**config.mk**
```make
export PLATFORM = sky130hd
export DESIGN_NAME = motor_cmd_scheduler_flat
export DESIGN_NICKNAME = d
export VERILOG_FILES = /design/src/rtl/motor_cmd_scheduler_pkg.sv /design/src/rtl/motor_cmd_scheduler_if.sv /design/src/rtl/motor_cmd_scheduler_axis_err_calc.sv /design/src/rtl/motor_cmd_scheduler.sv /design/src/flat_wrapper.sv
export SDC_FILE = /design/constraint.sdc
export NUM_CORES = 1
export LEC_CHECK = 0
export ABC_AREA = 1
export CAP_MARGIN = 10
export CORE_MARGIN = 5
export CORE_UTILIZATION = 40
export CTS_CLUSTER_DIAMETER = 100
export DETAILED_ROUTE_END_ITERATION = 16
export DONT_BUFFER_PORTS = 1
export GPL_ROUTABILITY_DRIVEN = 0
export GPL_TIMING_DRIVEN = 1
export PLACE_DENSITY_LB_ADDON = 0.05
export SLEW_MARGIN = 20
export SYNTH_ARGS = -nofsm -noshare
export SYNTH_HDL_FRONTEND = slang
export SYNTH_SLANG_ARGS = --single-unit
```
**constraint.sdc**
```tcl
create_clock -name clk_i -period 5 [get_ports clk_i]
set_input_delay 0.5 -clock clk_i [delete_from_list [all_inputs] [get_ports clk_i]]
set_output_delay 0.5 -clock clk_i [all_outputs]
set_load 0.01 [all_outputs]
```
**src/rtl/motor_cmd_scheduler_pkg.sv**
```systemverilog
// Shared types for the pan/tilt motor command scheduler.
// HOME_ON_LOST_EN adds the homing states to the FSM encoding.
package motor_sched_pkg;

    typedef enum logic [2:0] {
        StIdle,
        StCalc,
        StSend1,
        StSend2
`ifdef HOME_ON_LOST_EN
        ,
        StHomeP,
        StHomeT
`endif
    } state_e;

    typedef enum logic {
        AXIS_PAN  = 1'b0,
        AXIS_TILT = 1'b1
    } axis_e;

    typedef struct packed {
        axis_e      axis;
        logic       dir;
        logic [7:0] steps;
        logic       home;
    } cmd_t;

endpackage

```
**src/rtl/motor_cmd_scheduler_if.sv**
```systemverilog
// Valid/ready motor-command channel between the scheduler and the motor driver link.
interface motor_cmd_if;
    import motor_sched_pkg::*;

    logic       cmd_valid;
    logic       cmd_ready;
    axis_e      cmd_axis;
    logic       cmd_dir;
    logic [7:0] cmd_steps;
    logic       cmd_home;

    modport master (
        output cmd_valid, cmd_axis, cmd_dir, cmd_steps, cmd_home,
        input  cmd_ready
    );

    modport slave (
        input  cmd_valid, cmd_axis, cmd_dir, cmd_steps, cmd_home,
        output cmd_ready
    );

endinterface

```
**src/rtl/motor_cmd_scheduler_axis_err_calc.sv**
```systemverilog
// Combinational per-axis error: signed offset from centre, magnitude, deadband test
// and saturated step count.
module axis_err_calc
    import motor_sched_pkg::*;
#(
    parameter int unsigned CENTER     = 320,
    parameter int unsigned DEADBAND   = 8,
    parameter int unsigned GAIN_SHIFT = 2,
    parameter int unsigned MAX_STEP   = 64
) (
    input  logic [9:0] pos_i,
    output logic       dir_o,
    output logic       active_o,
    output logic [9:0] mag_o,
    output logic [7:0] steps_o
);

    logic signed [10:0] err;
    logic [9:0]         shifted;

    always_comb begin
        err      = $signed({1'b0, pos_i}) - $signed(11'(CENTER));
        mag_o    = err[10] ? 10'(-err) : 10'(err);
        dir_o    = ~err[10];
        active_o = mag_o > 10'(DEADBAND);
        shifted  = mag_o >> GAIN_SHIFT;
        if (shifted > 10'(MAX_STEP)) begin
            steps_o = 8'(MAX_STEP);
        end else begin
            steps_o = shifted[7:0];
        end
        // A move outside the deadband always issues at least one step.
        if (active_o && steps_o == 8'd0) begin
            steps_o = 8'd1;
        end
    end

endmodule

```
**src/rtl/motor_cmd_scheduler.sv**
```systemverilog
// Per-frame pan/tilt step scheduler: samples the locked centroid once per frame and
// serialises up to two step commands. Define HOME_ON_LOST_EN to home after lost frames.
module motor_cmd_scheduler
    import motor_sched_pkg::*;
#(
    parameter int unsigned CENTER_X    = 320,
    parameter int unsigned CENTER_Y    = 240,
    parameter int unsigned DEADBAND    = 8,
    parameter int unsigned GAIN_SHIFT  = 2,
    parameter int unsigned MAX_STEP    = 64,
    parameter int unsigned TIMEOUT_CYC = 100000
`ifdef HOME_ON_LOST_EN
    ,
    parameter int unsigned LOST_FRAMES = 30
`endif
) (
    input  logic        clk_i,
    input  logic        reset_ni,
    input  logic        frame_done_i,
    input  logic        is_locked_i,
    input  logic        target_valid_i,
    input  logic [9:0]  target_x_i,
    input  logic [9:0]  target_y_i,
    motor_cmd_if.master cmd_if,
    output logic        busy_o,
    output logic        err_timeout_o,
    input  logic        clear_err_i,
    output logic [7:0]  overrun_cnt_o
);

    localparam int unsigned TmoW = $clog2(TIMEOUT_CYC + 1);

    state_e          state_q;
    logic [9:0]      x_q, y_q;
    cmd_t            cmd_q, second_q;
    logic            valid_q, has2_q, skip_q, busy_q, err_q;
    logic [TmoW-1:0] tmo_q;
    logic [7:0]      ovr_q;

    logic       pan_dir, pan_act, tilt_dir, tilt_act;
    logic [9:0] pan_mag, tilt_mag;
    logic [7:0] pan_steps, tilt_steps;
    cmd_t       pan_cmd, tilt_cmd, first_cmd, second_cmd;
    logic       tilt_first, any_act, both_act, xfer, tmo_hit;

    axis_err_calc #(
        .CENTER     (CENTER_X),
        .DEADBAND   (DEADBAND),
        .GAIN_SHIFT (GAIN_SHIFT),
        .MAX_STEP   (MAX_STEP)
    ) u_pan (
        .pos_i    (x_q),
        .dir_o    (pan_dir),
        .active_o (pan_act),
        .mag_o    (pan_mag),
        .steps_o  (pan_steps)
    );

    axis_err_calc #(
        .CENTER     (CENTER_Y),
        .DEADBAND   (DEADBAND),
        .GAIN_SHIFT (GAIN_SHIFT),
        .MAX_STEP   (MAX_STEP)
    ) u_tilt (
        .pos_i    (y_q),
        .dir_o    (tilt_dir),
        .active_o (tilt_act),
        .mag_o    (tilt_mag),
        .steps_o  (tilt_steps)
    );

    always_comb begin
        pan_cmd    = '{axis: AXIS_PAN,  dir: pan_dir,  steps: pan_steps,  home: 1'b0};
        tilt_cmd   = '{axis: AXIS_TILT, dir: tilt_dir, steps: tilt_steps, home: 1'b0};
        // Larger error goes first; a tie keeps pan first.
        tilt_first = tilt_act && (!pan_act || tilt_mag > pan_mag);
        first_cmd  = tilt_first ? tilt_cmd : pan_cmd;
        second_cmd = tilt_first ? pan_cmd : tilt_cmd;
        any_act    = pan_act | tilt_act;
        both_act   = pan_act & tilt_act;
        xfer       = valid_q & cmd_if.cmd_ready;
        tmo_hit    = valid_q & ~cmd_if.cmd_ready & (tmo_q == TmoW'(TIMEOUT_CYC - 1));
    end

`ifdef HOME_ON_LOST_EN
    localparam int unsigned LostW = $clog2(LOST_FRAMES + 1);
    logic [LostW-1:0] lost_q;
    logic             armed_q;
`endif

    always_ff @(posedge clk_i or negedge reset_ni) begin
        if (!reset_ni) begin
            state_q  <= StIdle;
            x_q      <= '0;
            y_q      <= '0;
            cmd_q    <= '0;
            second_q <= '0;
            valid_q  <= 1'b0;
            has2_q   <= 1'b0;
            skip_q   <= 1'b0;
            busy_q   <= 1'b0;
            err_q    <= 1'b0;
            tmo_q    <= '0;
            ovr_q    <= '0;
`ifdef HOME_ON_LOST_EN
            lost_q   <= '0;
            armed_q  <= 1'b1;
`endif
        end else begin
            if (frame_done_i && state_q != StIdle && ovr_q != 8'hff) begin
                ovr_q <= ovr_q + 8'd1;
            end
            if (tmo_hit) begin
                err_q <= 1'b1;
            end else if (clear_err_i) begin
                err_q <= 1'b0;
            end
            // Restarts on every accepted command so each one gets its own budget.
            if (valid_q && !xfer) begin
                tmo_q <= tmo_q + 1'b1;
            end else begin
                tmo_q <= '0;
            end

            unique case (state_q)
                StIdle: begin
                    if (frame_done_i && is_locked_i && target_valid_i) begin
                        x_q     <= target_x_i;
                        y_q     <= target_y_i;
                        state_q <= StCalc;
                        busy_q  <= 1'b1;
                    end
`ifdef HOME_ON_LOST_EN
                    if (frame_done_i) begin
                        if (is_locked_i) begin
                            lost_q  <= '0;
                            armed_q <= 1'b1;
                        end else if (armed_q) begin
                            if (lost_q == LostW'(LOST_FRAMES - 1)) begin
                                lost_q  <= '0;
                                armed_q <= 1'b0;
                                cmd_q   <= '{axis: AXIS_PAN, dir: 1'b0, steps: 8'd0, home: 1'b1};
                                valid_q <= 1'b1;
                                state_q <= StHomeP;
                                busy_q  <= 1'b1;
                            end else begin
                                lost_q <= lost_q + 1'b1;
                            end
                        end
                    end
`endif
                end
                StCalc: begin
                    skip_q <= 1'b0;
                    if (!any_act) begin
                        state_q <= StIdle;
                        busy_q  <= 1'b0;
                    end else begin
                        cmd_q    <= first_cmd;
                        second_q <= second_cmd;
                        has2_q   <= both_act;
                        valid_q  <= 1'b1;
                        state_q  <= StSend1;
                    end
                end
                StSend1: begin
                    if (!is_locked_i) begin
                        skip_q <= 1'b1;
                    end
                    if (tmo_hit) begin
                        valid_q <= 1'b0;
                        state_q <= StIdle;
                        busy_q  <= 1'b0;
                    end else if (xfer) begin
                        if (has2_q && !skip_q && is_locked_i) begin
                            cmd_q   <= second_q;
                            state_q <= StSend2;
                        end else begin
                            valid_q <= 1'b0;
                            state_q <= StIdle;
                            busy_q  <= 1'b0;
                        end
                    end
                end
                StSend2: begin
                    if (tmo_hit || xfer) begin
                        valid_q <= 1'b0;
                        state_q <= StIdle;
                        busy_q  <= 1'b0;
                    end
                end
`ifdef HOME_ON_LOST_EN
                StHomeP: begin
                    if (tmo_hit) begin
                        valid_q <= 1'b0;
                        state_q <= StIdle;
                        busy_q  <= 1'b0;
                    end else if (xfer) begin
                        cmd_q   <= '{axis: AXIS_TILT, dir: 1'b0, steps: 8'd0, home: 1'b1};
                        state_q <= StHomeT;
                    end
                end
                StHomeT: begin
                    if (tmo_hit || xfer) begin
                        valid_q <= 1'b0;
                        state_q <= StIdle;
                        busy_q  <= 1'b0;
                    end
                end
`endif
                default: begin
                    valid_q <= 1'b0;
                    state_q <= StIdle;
                    busy_q  <= 1'b0;
                end
            endcase
        end
    end

    assign cmd_if.cmd_valid = valid_q;
    assign cmd_if.cmd_axis  = cmd_q.axis;
    assign cmd_if.cmd_dir   = cmd_q.dir;
    assign cmd_if.cmd_steps = cmd_q.steps;
    assign cmd_if.cmd_home  = cmd_q.home;
    assign busy_o           = busy_q;
    assign err_timeout_o    = err_q;
    assign overrun_cnt_o    = ovr_q;

endmodule

```
**src/flat_wrapper.sv**
```systemverilog
// flat-port wrapper written by rule: the top's interface ports become plain ports
module motor_cmd_scheduler_flat import motor_sched_pkg::*;
#(
    parameter int unsigned CENTER_X    = 320,
    parameter int unsigned CENTER_Y    = 240,
    parameter int unsigned DEADBAND    = 8,
    parameter int unsigned GAIN_SHIFT  = 2,
    parameter int unsigned MAX_STEP    = 64,
    parameter int unsigned TIMEOUT_CYC = 100000

)
  (clk_i, reset_ni, frame_done_i, is_locked_i, target_valid_i, target_x_i, target_y_i, busy_o, err_timeout_o, clear_err_i, overrun_cnt_o, cmd_if_cmd_valid, cmd_if_cmd_axis, cmd_if_cmd_dir, cmd_if_cmd_steps, cmd_if_cmd_home, cmd_if_cmd_ready);
  motor_cmd_if cmd_if_i ();
  input  logic clk_i;
  input  logic reset_ni;
  input  logic frame_done_i;
  input  logic is_locked_i;
  input  logic target_valid_i;
  input  logic [9:0] target_x_i;
  input  logic [9:0] target_y_i;
  output logic busy_o;
  output logic err_timeout_o;
  input  logic clear_err_i;
  output logic [7:0] overrun_cnt_o;
  output wire logic [$bits(cmd_if_i.cmd_valid)-1:0] cmd_if_cmd_valid;
  output wire logic [$bits(cmd_if_i.cmd_axis)-1:0] cmd_if_cmd_axis;
  output wire logic [$bits(cmd_if_i.cmd_dir)-1:0] cmd_if_cmd_dir;
  output wire logic [$bits(cmd_if_i.cmd_steps)-1:0] cmd_if_cmd_steps;
  output wire logic [$bits(cmd_if_i.cmd_home)-1:0] cmd_if_cmd_home;
  input wire logic [$bits(cmd_if_i.cmd_ready)-1:0] cmd_if_cmd_ready;
  assign cmd_if_cmd_valid = cmd_if_i.cmd_valid;
  assign cmd_if_cmd_axis = cmd_if_i.cmd_axis;
  assign cmd_if_cmd_dir = cmd_if_i.cmd_dir;
  assign cmd_if_cmd_steps = cmd_if_i.cmd_steps;
  assign cmd_if_cmd_home = cmd_if_i.cmd_home;
  assign cmd_if_i.cmd_ready = cmd_if_cmd_ready;
  motor_cmd_scheduler #(.CENTER_X(CENTER_X), .CENTER_Y(CENTER_Y), .DEADBAND(DEADBAND), .GAIN_SHIFT(GAIN_SHIFT), .MAX_STEP(MAX_STEP), .TIMEOUT_CYC(TIMEOUT_CYC)) u_core (.clk_i(clk_i), .reset_ni(reset_ni), .frame_done_i(frame_done_i), .is_locked_i(is_locked_i), .target_valid_i(target_valid_i), .target_x_i(target_x_i), .target_y_i(target_y_i), .cmd_if(cmd_if_i), .busy_o(busy_o), .err_timeout_o(err_timeout_o), .clear_err_i(clear_err_i), .overrun_cnt_o(overrun_cnt_o));
endmodule
```
== Word-level counts from Yosys, hierarchy flattened ==
Cells that the tools add are included.
Widths: inputs -> output; s select.

* Bits in registers: 75
* Bits of input ports: 27

* Add/sub/neg operators: 6
* $lt $le $gt $ge: 5
* Equality and inequality tests: 15
* Multiplexer cells: 34
* Bitwise gates (word level): 9
* Reduce and logical (&&, ||, !) cells: 28

{| class="wikitable"
|+ Operator list
! kind !! number
|-
| $mux 11 || 6
|-
| $mux 8 || 4
|-
| $pmux 11 s2 || 1
|-
| $gt 10x4->1 const B || 2
|-
| $mux 10 || 2
|-
| $neg 10->10 || 2
|-
| $add 17x1->17 const B || 1
|-
| $eq 17x17->1 const B || 1
|-
| $mux 17 || 1
|-
| $gt 8x7->1 const B || 2
|-
| $logic_not 8->1 || 2
|-
| $reduce_and 5->1 || 3
|-
| $mux 3 || 4
|-
| $pmux 3 s4 || 1
|-
| $sub 10x8->11 const B || 1
|-
| $sub 10x9->11 const B || 1
|-
| $gt 10x10->1 || 1
|-
| $logic_and 1x1->1 || 10
|-
| $mux 1 || 10
|-
| $ne 2x1->1 const B || 5
|-
| $add 8x1->8 const B || 1
|-
| $ne 8x8->1 const B || 1
|-
| $pmux 1 s4 || 2
|-
| $eq 3x2->1 const B || 2
|-
| other kinds (16) || 31
|}

== Logic depth before layout (Yosys ltp) ==
Gate-level depths: netlist (run 1).

* Word-level depth: 11
* Gate-level depth with buffers: 26

== Hierarchy ==
A second synthesis (run 1) with hierarchy kept.

* Cells, all modules: 652
* Area total of the unflattened synthesis: 4762.1 um2

{| class="wikitable"
|+ By module, submodules not included
! module !! times used !! cells each !! area an instance (um2)
|-
| motor_cmd_scheduler || 1 || 446 || 3769.9
|-
| axis_err_calc at u_core.u_tilt || 1 || 115 || 530.5
|-
| axis_err_calc at u_core.u_pan || 1 || 91 || 461.7
|}

== Least setup slack after synthesis (run 1) ==
No wires, ideal clock.

* Path type: register to register
* Start point: register u_core.y_q[4]
* End point: register u_core.second_q[7] (netlist name)
* Setup time: 0.124 ns
* Arrival: 2.719 ns
* Data required time: 4.876 ns
* Slack: 2.156 ns
* Stages on the path, launching flop included: 22
* Path through: dfrtp_1 -> ha_1 -> nand3_2 -> nand3_2 -> or2_2 -> xor2_1 -> inv_1 -> ha_1 -> nand2_1 -> nor2_1 -> nand2_1 -> nand3_1 -> nand2_1 -> nand2_1 -> nand2_1 -> nand2_1 -> nand3_1 -> nand3_4 -> nand2_8 -> buf_12 -> o211ai_1 -> nand2_1

* Word-level cells in the longest chain between the ends: 9
* Elaborated cells between the ends (all ways): 15
* Classes of those cells: 2 x add/sub; 3 x order compare; 4 x mux; 1 x bitwise; 5 x reduce/logical

{| class="wikitable"
|+ RTL lines
! item !! line !! RTL
|-
| start: declaration || motor_cmd_scheduler.sv:34 || <nowiki>logic [9:0] x_q, y_q;</nowiki>
|-
| start signal: assignment || motor_cmd_scheduler.sv:129 || <nowiki>y_q <= target_y_i;</nowiki>
|-
| $sub 10x8->11 * || motor_cmd_scheduler_axis_err_calc.sv:22 || <nowiki>err = $signed({1'b0, pos_i}) - $signed(11'(CENTER));</nowiki>
|-
| $neg 10->10 || motor_cmd_scheduler_axis_err_calc.sv:23 || <nowiki>mag_o = err[10] ? 10'(-err) : 10'(err);</nowiki>
|-
| $mux 10 * || motor_cmd_scheduler_axis_err_calc.sv:23 ||
|-
| $gt 8x7->1 || motor_cmd_scheduler_axis_err_calc.sv:27 || <nowiki>if (shifted > 10'(MAX_STEP)) begin</nowiki>
|-
| $mux 8 || motor_cmd_scheduler_axis_err_calc.sv:27 ||
|-
| $logic_not 8->1 || motor_cmd_scheduler_axis_err_calc.sv:33 || <nowiki>if (active_o && steps_o == 8'd0) begin</nowiki>
|-
| $logic_and 1x1->1 || motor_cmd_scheduler_axis_err_calc.sv:33 ||
|-
| $mux 8 || motor_cmd_scheduler_axis_err_calc.sv:33 ||
|-
| $mux 11 || motor_cmd_scheduler.sv:78 || <nowiki>second_cmd = tilt_first ? pan_cmd : tilt_cmd;</nowiki>
|-
| end signal: assignment || motor_cmd_scheduler.sv:160 || <nowiki>second_q <= second_cmd;</nowiki>
|-
| end: declaration || motor_cmd_scheduler.sv:35 || <nowiki>cmd_t cmd_q, second_q;</nowiki>
|}

Mark *: on every way between the ends. The rest lies on a longest branch, timed or not.
A chain may end at the register's enable or synchronous reset.

== Worst setup path after layout (run 1) ==
* Start point: register u_core.y_q[4]
* End point: register u_core.second_q[2] (netlist name)

Same word-level chain as after synthesis.

==> results of run 1 <==
==> cells by family (layout without fill, tap and decap cells) <==
family / Yosys count / in the layout
compound gates: 78 / 78
xor+xnor: 15 / 15
mux: 3 / 3
other cells: 1 / 1
flops: 72 / 72
fa+ha+maj: 21 / 21
simple gates: 319 / 319
buf+inv: 115 / 120
==> sequential cells by signal, summed over array words and instances (netlist names), 2 cells and up <==
register,count
u_core.y_q,10
u_core.x_q,10
u_core.cmd_if.cmd_steps,8
u_core.state_q,2
u_core.overrun_cnt_o,8
u_core.second_q,10
u_core.tmo_q,17
==> Yosys cell counts, types with 2 or more instances <==
cell type	n	area (µm²)
nor3_1	11	55.05
mux2_2	3	33.78
xor2_1	8	70.07
nor2_4	3	33.78
inv_2	8	30.03
nand2_2	8	50.05
nor3_2	2	20.02
nand2_4	2	22.52
nor2_2	6	37.54
a21boi_0	2	15.01
nand3_1	41	205.2
nand3_2	11	110.1
o211ai_1	9	67.56
xnor2_1	7	61.31
a21oi_2	3	26.28
clkbuf_1	6	22.52
buf_6	4	45.04
o21ai_0	16	80.08
nand4_1	14	87.58
or2_0	6	37.54
o21ai_1	4	20.02
nor2_1	63	236.5
dfrtp_1	72	1802
a21oi_1	40	200.2
inv_1	94	352.8
ha_1	21	262.8
nand2_1	144	540.5
==> critical path: stages, from the launching register on <==
cell and delay (ns):
dfrtp_1 0.46, ha_1 0.28, nand3_2 0.12, nand3_2 0.16
or2_2 0.33, xor2_1 0.17, inv_1 0.08, ha_1 0.27
nand2_1 0.09, nor2_1 0.04, nand2_1 0.06, nand3_1 0.06
nand2_1 0.06, nand2_1 0.04, nand2_1 0.05, nand2_1 0.05
nand3_1 0.10, nand3_4 0.14, nand2_8 0.16, nand2_1 0.19
nor2_1 0.19, nor3_2 0.05
==> repair_timing <==
action | in CTS | in global routing
setup endpoints to repair | 0 | 0
hold endpoints to repair | 72 | 0
hold buffers | 1 | 0
==> through the flow <==
stage               setup slack, ns  area (µm²)  hold slack [ns]
finish                        1.744        5097          0.06086
global route                  1.432        5097          0.06278
CTS                           1.736        5097          0.07019
detailed placement            1.764        4755           0.2075
global placement              1.836        4755           0.2076
floorplan                     2.156        4668           0.2044
==> final cells by class <==
class	instances	area, µm²
sequential	72	1802
fill	1175	6321
inverter	102	382.9
tap	143	178.9
multi-input combinational	437	2384
clock buffer	13	250.2
timing repair buffer	2	35.03
clock inverter	3	65.06
==> power by group through the flow <==
stage          Combinational [mW]  Sequential [mW]  Clock (mW)
2_1_floorplan                1.96            0.937           0
3_3_place_gp                 2.29            0.972           0
3_5_place_dp                 2.30            0.978           0
4_1_cts                      2.33            0.968       0.714
5_1_grt                      2.67            0.996       0.742
6_report                     2.33            0.965       0.694
==> cell usage in the layout (no fill, tap or decap), drive strengths merged, types with 8 or more instances in the layout <==
cell / instances
or2: 8
o211ai: 9
o21ai: 20
dfrtp: 72
xor2: 8
clkbuf: 13
nor2: 72
ha: 21
nor3: 13
a21oi: 43
nand3: 53
nand4: 14
inv: 102
nand2: 155
==> how the worst max path moves through the flow <==
stage | startpoint | endpoint | slack (ns) | cells after the start
4_1_cts | u_core.y_q[4] | u_core.second_q[6] | 1.74 | 20
3_5_place_dp | u_core.y_q[4] | u_core.second_q[6] | 1.76 | 20
6_report | u_core.y_q[4] | u_core.second_q[2] | 1.74 | 21
3_3_place_gp | u_core.y_q[4] | u_core.second_q[2] | 1.84 | 21
5_1_grt | u_core.y_q[4] | u_core.second_q[2] | 1.43 | 22
2_1_floorplan | u_core.y_q[4] | u_core.second_q[7] | 2.16 | 21
==> layer usage <==
layer,global-route usage,wire [µm],up-vias
met3,0.03652,368,11
met5,0,0,-
li1,-,-,1990
met2,0.2387,4643,58
met4,0.05806,143,0
met1,0.2240,5376,1768
==> metrics.md, run 1 <==
| Metric | Value |
|---|---|
| Max Slew Vio Count | `0` |
| Total chip power | `3.985 mW` |
| Setup crit end kind | `register` |
| Internal | `2.011 mW` |
| Net count reported at finish | `672` |
| Number of remaining DRC errors | `0` |
| # port buffers | `0` |
| Mapped cell area | `4668 µm²` |
| Clock Path Buffers | `2` |
| P_sw | `1.974 mW` |
| Synth warnings | `0` |
| CTS root buf | `clkbuf_16` |
| Core ar. | `11,420 µm²` |
| Synth Register Bits | `72` |
| Status | `finished clean` |
| Clock power frac | `0.174` |
| Drt first pass iters | `4` |
| Post-CTS Resized | `0` |
| CTS tree | `done` |
| Crit Path Category | `reg2reg` |
| Synth async-reset ratio | `1.000` |
| Max-cap violations | `0` |
| CP required | `5.22 ns` |
| Diode count | `0` |
| Starting DRT DRC Count | `197` |
| Worst-Margin Slew | `0.7513 ns` |
| # IOs | `49` |
| Final setup viols | `0` |
| Post-synthesis adder-cell area fraction | `0.05629` |
| Share of layout cells above drive strength 1 | `0.1017` |
| Routed WL per cell | `13.64 µm` |
| WP data arrival | `3.48 ns` |
| All-Layer GR Usage | `0.1593` |
| Syn Area/Cell | `7.481 µm²` |
| Worst-path clk slew | `0.06 ns` |
| Synth Flop Type | `dfrtp_1` |
| Type of origin of the critical path | `register` |
| Detailed Route WL | `10,530 µm` |
| Post-route antenna net violation count | `0` |
| Power share of the combinational group | `0.584` |
| CTS Buf Count | `9` |
| Total global routing overflow | `0` |
| Peak supply drop | `0.3531 mV` |
| Final Core Density | `0.4464` |
| Initial Utilization | `0.4088` |
| Post-Synth XOR/XNOR Area | `0.02814` |
| Largest net degree at the start of global routing | `73` |
| Die width | `118.0 µm` |
| Switch share | `0.4954` |
| Post-synth cell types | `43` |
| First-pass GRT wire length | `18,300 µm` |
| Register area share after synthesis | `0.3860` |
| Syn Nets | `672` |
| Sequential Power Share | `0.242` |
| CTS Sinks | `72` |
| Vias in the first global route | `3,740` |
| Non-Filler Instances | `772` |
| Placed cell count | `755` |
| Post-CTS Setup Bufs | `0` |
| Worst-case reg-to-reg path depth | `21` |
| Die area | `13,930 µm²` |
| Post-Syn Instances | `624` |
| PD cells | `781.7 nW/µm²` |
| Initial antenna violation count | `0` |
| Critical Path Fanout Max | `17` |
| Clock period minus final worst setup slack | `3.256 ns` |
| Hold Crit Class | `in2async` |
| H-tree depth | `3` |
| Reg-to-Reg End | `u_core.second_q[2]` |
| Die height | `118.0 µm` |
| Setup_tns | `0 ns` |
| Final hold viol count | `0` |
| Synth-to-Final Area Change | `9.193%` |
| Clock Skew | `0.005090 ns` |
| Mux cell area share after synthesis | `0.007237` |
| Fmax | `0.3071 GHz` |
| Simple-Gate Fraction of Synth Area | `0.3243` |
| RSZ-0062 raised after global routing | `false` |
| Latest clock arrival within the worst-skew pair | `0.34 ns` |
| Compound-Gate Fraction of Synth Area | `0.09381` |
| Reg2reg setup slack | `1.74 ns` |
| LEAKAGE | `2.512 nW` |
| Share of the clock period used by the worst path | `0.6513` |
| Largest family of logic cells by synthesized area | `simple AND/OR/NAND/NOR gates` |
| Post-synth EDFFs | `0` |
| Num rows | `39` |
| Reg-to-reg startpoint | `u_core.y_q[4]` |
| Vias per cell | `4.957` |
| Routed vias | `3,827` |
| Placed wire-length estimate | `7848 µm` |
| Max-slew headroom | `0.4973` |
Note: power is estimated with default switching activity, not from simulation.
==> run 2: changes to the inputs <==
Clock period 5 ns to 3 ns, I/O delays scaled along.
==> run 2 against run 1 <==
Critical path depth decreased by 2. Sequential cell count stayed put. Hold slack gained 0.00087 ns. Fmax rose by 15%. Utilization rose by 4.1 points. Critical endpoint is now u_core.cmd_if.cmd_steps[1]. Total power is 90% higher. Register-to-register slack worse by 1.6 ns. Final cell count is 4.5% higher. Critical path type unchanged. Clock skew up 0.0014 ns. Largest cell class unchanged. Combinational power is 110% higher. Wire length grew 2.3%. Non-clock buffer count increased by 33.
==> metrics.md, run 2 (same netlist as run 1, synthesis figures left out) <==
| Metric | Value |
|---|---|
| Placed wire-length estimate | `8068 µm (+2.8%)` |
| Cell count of the worst hold path | `1` |
| Non-Filler Instances | `807 (+4.5%)` |
| Max-slew headroom | `0.5148 (+0.01757)` |
| Placed cell count | `774 (+2.5%)` |
| Detailed Route WL | `10,770 µm (+2.3%)` |
| Reg-to-reg startpoint | `u_core.y_q[5]` |
| Total global routing overflow | `0 (unchanged)` |
| Largest net degree at the start of global routing | `73 (unchanged)` |
| Peak supply drop | `0.5672 mV (+61%)` |
| RSZ-0062 raised after global routing | `true` |
| Net count reported at finish | `707 (+5.2%)` |
| Routed vias | `3,978 (+3.9%)` |
| # port buffers | `0 (unchanged)` |
| Area after DPL | `4897 µm² (+3.0%)` |
| Fillers | `1,156 (-1.6%)` |
| CTS Sinks | `72 (unchanged)` |
| CP dominant cell by count | `nand3_4` |
| Setup crit end kind | `register` |
| Vias per cell | `4.929 (-0.56%)` |
| Biggest register | `u_core.tmo_q` |
| Crit-path max cell delay | `0.38 ns (-0.08 ns)` |
| Diode count | `0 (unchanged)` |
| CP required | `3.23 ns (-1.99 ns)` |
| Reg2reg setup slack | `0.18 ns (-1.57 ns)` |
| Fmax | `0.3541 GHz (+15%)` |
| Final hold viol count | `0 (unchanged)` |
| WP data arrival | `3.06 ns (-0.42 ns)` |
| Initial antenna violation count | `0 (unchanged)` |
| CTS root buf | `clkbuf_16` |
| Worst-case reg-to-reg path depth | `19 (-9.5%)` |
| Drt first pass iters | `4 (unchanged)` |
| CP top delay family | `simple AND/OR/NAND/NOR gates` |
| Final instance area | `5570 µm² (+9.3%)` |
| Hold Crit Class | `in2reg` |
| CTS tree | `done` |
| Vias in the first global route | `3,721 (-0.51%)` |
| Die width | `118.0 µm (unchanged)` |
| Crit Path Category | `reg2reg` |
| Synth-to-Final Area Change | `19.32%` |
| Die height | `118.0 µm (unchanged)` |
| # IOs | `49 (unchanged)` |
| LEAKAGE | `2.699 nW (+7.5%)` |
| Worst-path cell chain | `ha_2, nand3_4, nand3_4, or2_4, xor2_2, inv_2, ha_4, nand2_4, buf_4, nor3_2, nand4_1, nand3_2, nand3_4, nand2_8, nor2_4, nand2_1, nand3_2, nand2_1, inv_1` |
| Max Slew Vio Count | `0 (unchanged)` |
| Crit. path cell count | `19 (-9.5%)` |
| First-pass GRT wire length | `17,950 µm (-1.9%)` |
| CP max stage cell | `dfrtp_1` |
| PD cells | `1357 nW/µm² (+74%)` |
| Reg-to-Reg End | `u_core.cmd_if.cmd_steps[1]` |
| Latest clock arrival within the worst-skew pair | `0.34 ns (about the same)` |
| Critical Path Fanout Max | `8 (-9)` |
| Clock period minus final worst setup slack | `2.824 ns (-0.4324 ns)` |
| Max-cap violations | `0 (unchanged)` |
| Share of the clock period used by the worst path | `0.9413 (+0.2900)` |
| Total chip power | `7.559 mW (+90%)` |
| Worst Hold End | `u_core.err_timeout_o` |
| Routed WL per cell | `13.35 µm (-2.1%)` |
| Num rows | `39 (unchanged)` |
| Core ar. | `11,420 µm² (unchanged)` |
| Hold_sp | `clear_err_i` |
| Clock Path Buffers | `2 (unchanged)` |
| Worst Path Buf+Inv | `3 (+2)` |
| Commonest non-fill, non-tap cell in the layout | `nand2_1` |
| Worst-Margin Slew | `0.7256 ns (-0.02574 ns)` |
| Post-route antenna net violation count | `0 (unchanged)` |
| Type of origin of the critical path | `register` |
| All-Layer GR Usage | `0.1566 (-0.002684)` |
| Max reg flops | `17 (unchanged)` |
| H-tree depth | `3 (unchanged)` |
| Clock Skew | `0.006496 ns (+0.001406 ns)` |
| Number of remaining DRC errors | `0 (unchanged)` |
| CTS Buf Count | `9 (unchanged)` |
| Initial Utilization | `0.4088 (unchanged)` |
| Share of layout cells above drive strength 1 | `0.2048 (+0.1031)` |
| Starting DRT DRC Count | `182 (-7.6%)` |
| Worst-path clk slew | `0.06 ns (about the same)` |
| Die area | `13,930 µm² (unchanged)` |
| Status | `finished clean` |
| Final setup viols | `0 (unchanged)` |
| Most frequent cells in the layout | `nand2_1, inv_1, dfrtp_1` |
-- run 2: changes by cell type in the layout (fill, tap and decap cells not counted), moves of 3 or more --
cell / change
nor2_1: -5
buf_4: +31
nand3_2: +3
nand3_1: -5
ha_1: -6
inv_1: -8
nand2_2: +7
nor2_4: +4
nand2_4: +3
nand2_1: -9
inv_2: +7
ha_4: +5
-- run 2: report_power, final --
group / switching (mW) / leakage, nW / internal [mW]
Sequential: 0.303 / 0.885 / 1.31
Clock: 0.423 / 0.149 / 0.691
Combinational: 2.96 / 1.67 / 1.87
Total: 3.69 / 2.70 / 3.87
-- run 2: worst max path at each step --
stage	start	endpoint	slack (ns)
6_report	u_core.y_q[5]	u_core.cmd_if.cmd_steps[1]	0.18
3_3_place_gp	u_core.x_q[6]	u_core.second_q[2]	-0.02
3_5_place_dp	u_core.x_q[6]	u_core.second_q[2]	-0.1
5_1_grt	u_core.y_q[5]	u_core.cmd_if.cmd_steps[1]	-0.07
4_1_cts	u_core.x_q[6]	u_core.second_q[2]	-0.004
2_1_floorplan	u_core.y_q[4]	u_core.second_q[7]	0.16
-- run 2: final cells by class --
cell class                 instances  area, µm²  share of cell area
tap                              143      178.9             0.03212
multi-input combinational        439       2608              0.4681
clock inverter                     4      51.30            0.009209
inverter                         102      385.4             0.06918
sequential                        72       1802              0.3235
timing repair buffer              35      289.0             0.05189
clock buffer                      12      256.5             0.04605
-- run 2: through the flow --
stage	setup TNS [ns]	setup WS, ns	hold WS [ns]	util
after floorplan	0	0.1562	0.004409	-
after global placement	-0.02480	-0.02480	0.007341	0.4289
after detailed placement	-0.3242	-0.09530	0.007064	0.4289
after CTS	-0.003760	-0.003760	0.04740	0.4604
after global routing	-0.3979	-0.07434	0.06741	0.4878
final	0	0.1760	0.06174	0.4878
-- run 2: what timing repair did --
| action | CTS | global route |
|---|---|---|
| buffers inserted | 0 | 13 |
| endpoints found under the hold margin | 72 | 0 |
| hold buffers | 2 | 0 |
| pin swaps | 0 | 21 |
| endpoints found under the setup margin | 9 | 18 |
| gates cloned | 0 | 2 |
| gates resized for setup | 3 | 48 |
-- run 2: routing by layer --
layer / up-vias / part of all wire / GRT usage
li1: 2067 / - / -
met1: 1842 / 0.50 / 0.2197
met3: 15 / 0.029 / 0.03460
met4: 0 / 0.019 / 0.06093
met5: - / 0 / 0
met2: 54 / 0.45 / 0.2344
==> run 3: changes to the inputs <==
==> constraint.sdc (replaced) <==
create_clock -name clk_i -period 3 [get_ports clk_i]
set_input_delay 0.6 -clock clk_i [delete_from_list [all_inputs] [get_ports clk_i]]
set_output_delay 0.6 -clock clk_i [all_outputs]
set_load 0.01 [all_outputs]
==> run 3 against run 2 <==
Final cell count shrank 0.12%. Design area down 0.18%. Via count decreased by 0.75%. Clock skew about the same. Hold slack better by 0.083 ns. Sequential power about the same. Combinational power barely moved. Register-to-register slack barely moved. Global-route usage about the same. Critical endpoint unchanged. Critical path depth is the same. Fmax rose by 0.13%.
==> metrics.md, run 3 (same netlist as run 1, synthesis figures left out) <==
| Metric | Value |
|---|---|
| RSZ-0062 raised after global routing | `true` |
| Post-route setup slack | `0.1797 ns (+0.003652 ns)` |
| H-tree depth | `3 (unchanged)` |
| CTS Sinks | `72 (unchanged)` |
| PD cells | `1357 nW/µm² (about the same)` |
| Type of origin of the critical path | `register` |
| Most frequent cells in the layout | `nand2_1, inv_1, dfrtp_1` |
| Pre-CTS WS | `-0.09530 ns (unchanged)` |
| Status | `finished clean` |
| Initial antenna violation count | `0 (unchanged)` |
| Core ar. | `11,420 µm² (unchanged)` |
| Die width | `118.0 µm (unchanged)` |
| CTS Buf Count | `9 (unchanged)` |
| Routing usage on met1 | `0.2191 (-0.0006020)` |
| # IOs | `49 (unchanged)` |
| Setup crit end kind | `register` |
| WP data arrival | `3.05 ns (about the same)` |
| Largest net degree at the start of global routing | `73 (unchanged)` |
| Final hold viol count | `0 (unchanged)` |
| Commonest non-fill, non-tap cell in the layout | `nand2_1` |
| Num rows | `39 (unchanged)` |
| Max reg flops | `17 (unchanged)` |
| All-Layer GR Usage | `0.1564 (-0.0002021)` |
| Routed vias | `3,948 (-0.75%)` |
| Synth-to-Final Area Change | `19.11%` |
| Share of the clock period used by the worst path | `0.9401 (-0.001217)` |
| Drt first pass iters | `4 (unchanged)` |
| LEAKAGE | `2.695 nW (-0.15%)` |
| Reg-to-reg startpoint | `u_core.y_q[5]` |
| Met2 usage | `0.2344 (unchanged)` |
| Worst-Margin Slew | `0.7241 ns (-0.001443 ns)` |
| Number of remaining DRC errors | `0 (unchanged)` |
| CTS root buf | `clkbuf_16` |
| # port buffers | `0 (unchanged)` |
| CP dominant cell by count | `nand3_4` |
| Max Slew Vio Count | `0 (unchanged)` |
| Most crowded layer after global routing | `met2` |
| Crit-path max cell delay | `0.38 ns (about the same)` |
| First-pass GRT wire length | `17,910 µm (-0.19%)` |
| Initial Utilization | `0.4088 (unchanged)` |
| Routed WL per cell | `13.33 µm (-0.16%)` |
| Die height | `118.0 µm (unchanged)` |
| CTS tree | `done` |
| Fmax | `0.3546 GHz (+0.13%)` |
| Met3 usage | `0.03460 (unchanged)` |
| Peak supply drop | `0.5698 mV (+0.46%)` |
| Placed wire-length estimate | `8068 µm (unchanged)` |
| Vias in the first global route | `3,717 (-0.11%)` |
| Max-cap violations | `0 (unchanged)` |
| Critical Path Fanout Max | `8 (unchanged)` |
| Clock period minus final worst setup slack | `2.820 ns (-0.003652 ns)` |
| Diode count | `0 (unchanged)` |
| Net count reported at finish | `706 (-0.14%)` |
| Share of layout cells above drive strength 1 | `0.2051 (+0.0003089)` |
| Register area | `1802 µm² (unchanged)` |
| Final setup viols | `0 (unchanged)` |
| Worst-path clk slew | `0.06 ns (about the same)` |
| Fillers | `1,157 (+0.087%)` |
| Die area | `13,930 µm² (unchanged)` |
| Max-slew headroom | `0.5158 (+0.0009650)` |
| Non-Filler Instances | `806 (-0.12%)` |
| Placed cell count | `774 (unchanged)` |
| Latest clock arrival within the worst-skew pair | `0.34 ns (about the same)` |
| Area of the multi-input gates | `2608 µm² (unchanged)` |
| Worst-path cell chain | `ha_2, nand3_4, nand3_4, or2_4, xor2_2, inv_2, ha_4, nand2_4, buf_4, nor3_2, nand4_1, nand3_2, nand3_4, nand2_8, nor2_4, nand2_1, nand3_2, nand2_1, inv_1` |
| Post-route antenna net violation count | `0 (unchanged)` |
| Hold Crit Class | `in2async` |
| Vias per cell | `4.898 (-0.63%)` |
| Clock Path Buffers | `2 (unchanged)` |
| CP required | `3.23 ns (about the same)` |
| Clock Skew | `0.006074 ns (-0.0004219 ns)` |
| Total chip power | `7.547 mW (-0.16%)` |
| Total global routing overflow | `0 (unchanged)` |
| CP Launch Point | `u_core.y_q[5]` |
| Min Hold Slack | `0.1447 ns (+0.08299 ns)` |
| CP max stage cell | `dfrtp_1` |
| Crit Path Category | `reg2reg` |
| Biggest register | `u_core.tmo_q` |
| Starting DRT DRC Count | `210 (+15%)` |
| Detailed Route WL | `10,740 µm (-0.29%)` |
run 3: cell count changes in the layout (fill, tap and decap cells not counted), sizes merged:
cell,previous run,this run
dlygate4sd3,1,0
run 3: power breakdown:
group | internal (mW) | switching [mW]
Clock | 0.691 | 0.421
Sequential | 1.31 | 0.301
Combinational | 1.87 | 2.95
Total | 3.87 | 3.68
run 3: metal layers:
layer  up-vias  wire length (µm)
met5         -                 0
met2        55              4880
met4         0               202
met3        14               350
met1      1816              5310
li1       2063                 -
run 3: critical path: cells and delay by family (launching register included):
kind / cells / cell delay, ns
adder cells (fa/ha/maj): 2 / 0.48
XOR/XNOR: 1 / 0.16
buffers and inverters: 3 / 0.23
flip-flops: 1 / 0.38
AND/OR/NAND/NOR: 13 / 1.45
run 3: final timing paths:
kind	slack (ns)	depth (start not counted)	to
setup / recovery	0.18	19	u_core.cmd_if.cmd_steps[1]
hold / removal	0.14	1	u_core.tmo_q[3]
setup reg to reg	0.18	19	u_core.cmd_if.cmd_steps[1]
hold reg to reg	0.46	1	u_core.tmo_q[0]
max in group asynchronous	2.55	1	u_core.x_q[1]
min in group clk_i	0.36	1	u_core.err_timeout_o
run 3: layout make-up:
cell class / count / share of cell area
Multi-Input combinational cell: 439 / 0.4689
Sequential cell: 72 / 0.3240
Inverter: 102 / 0.06931
Clock inverter: 4 / 0.009226
Tap cell: 143 / 0.03218
Timing Repair Buffer: 34 / 0.05018
Clock buffer: 12 / 0.04613
run 3: stage by stage:
stage / TNS, ns / cell area [µm²] / util
2_1_floorplan: 0 / 4668 / -
3_3_place_gp: -0.02480 / 4897 / 0.4289
3_5_place_dp: -0.3242 / 4897 / 0.4289
4_1_cts: -0.003760 / 5248 / 0.4596
5_1_grt: -0.3979 / 5560 / 0.4870
6_report: 0 / 5560 / 0.4870
run 3: what timing repair did:
action	CTS	global route
gates cloned	0	2
buffers inserted	0	13
hold endpoints to repair	72	0
pin swaps	0	21
gates resized for setup	3	48
endpoints found under the setup margin	9	18
hold buffers	1	0
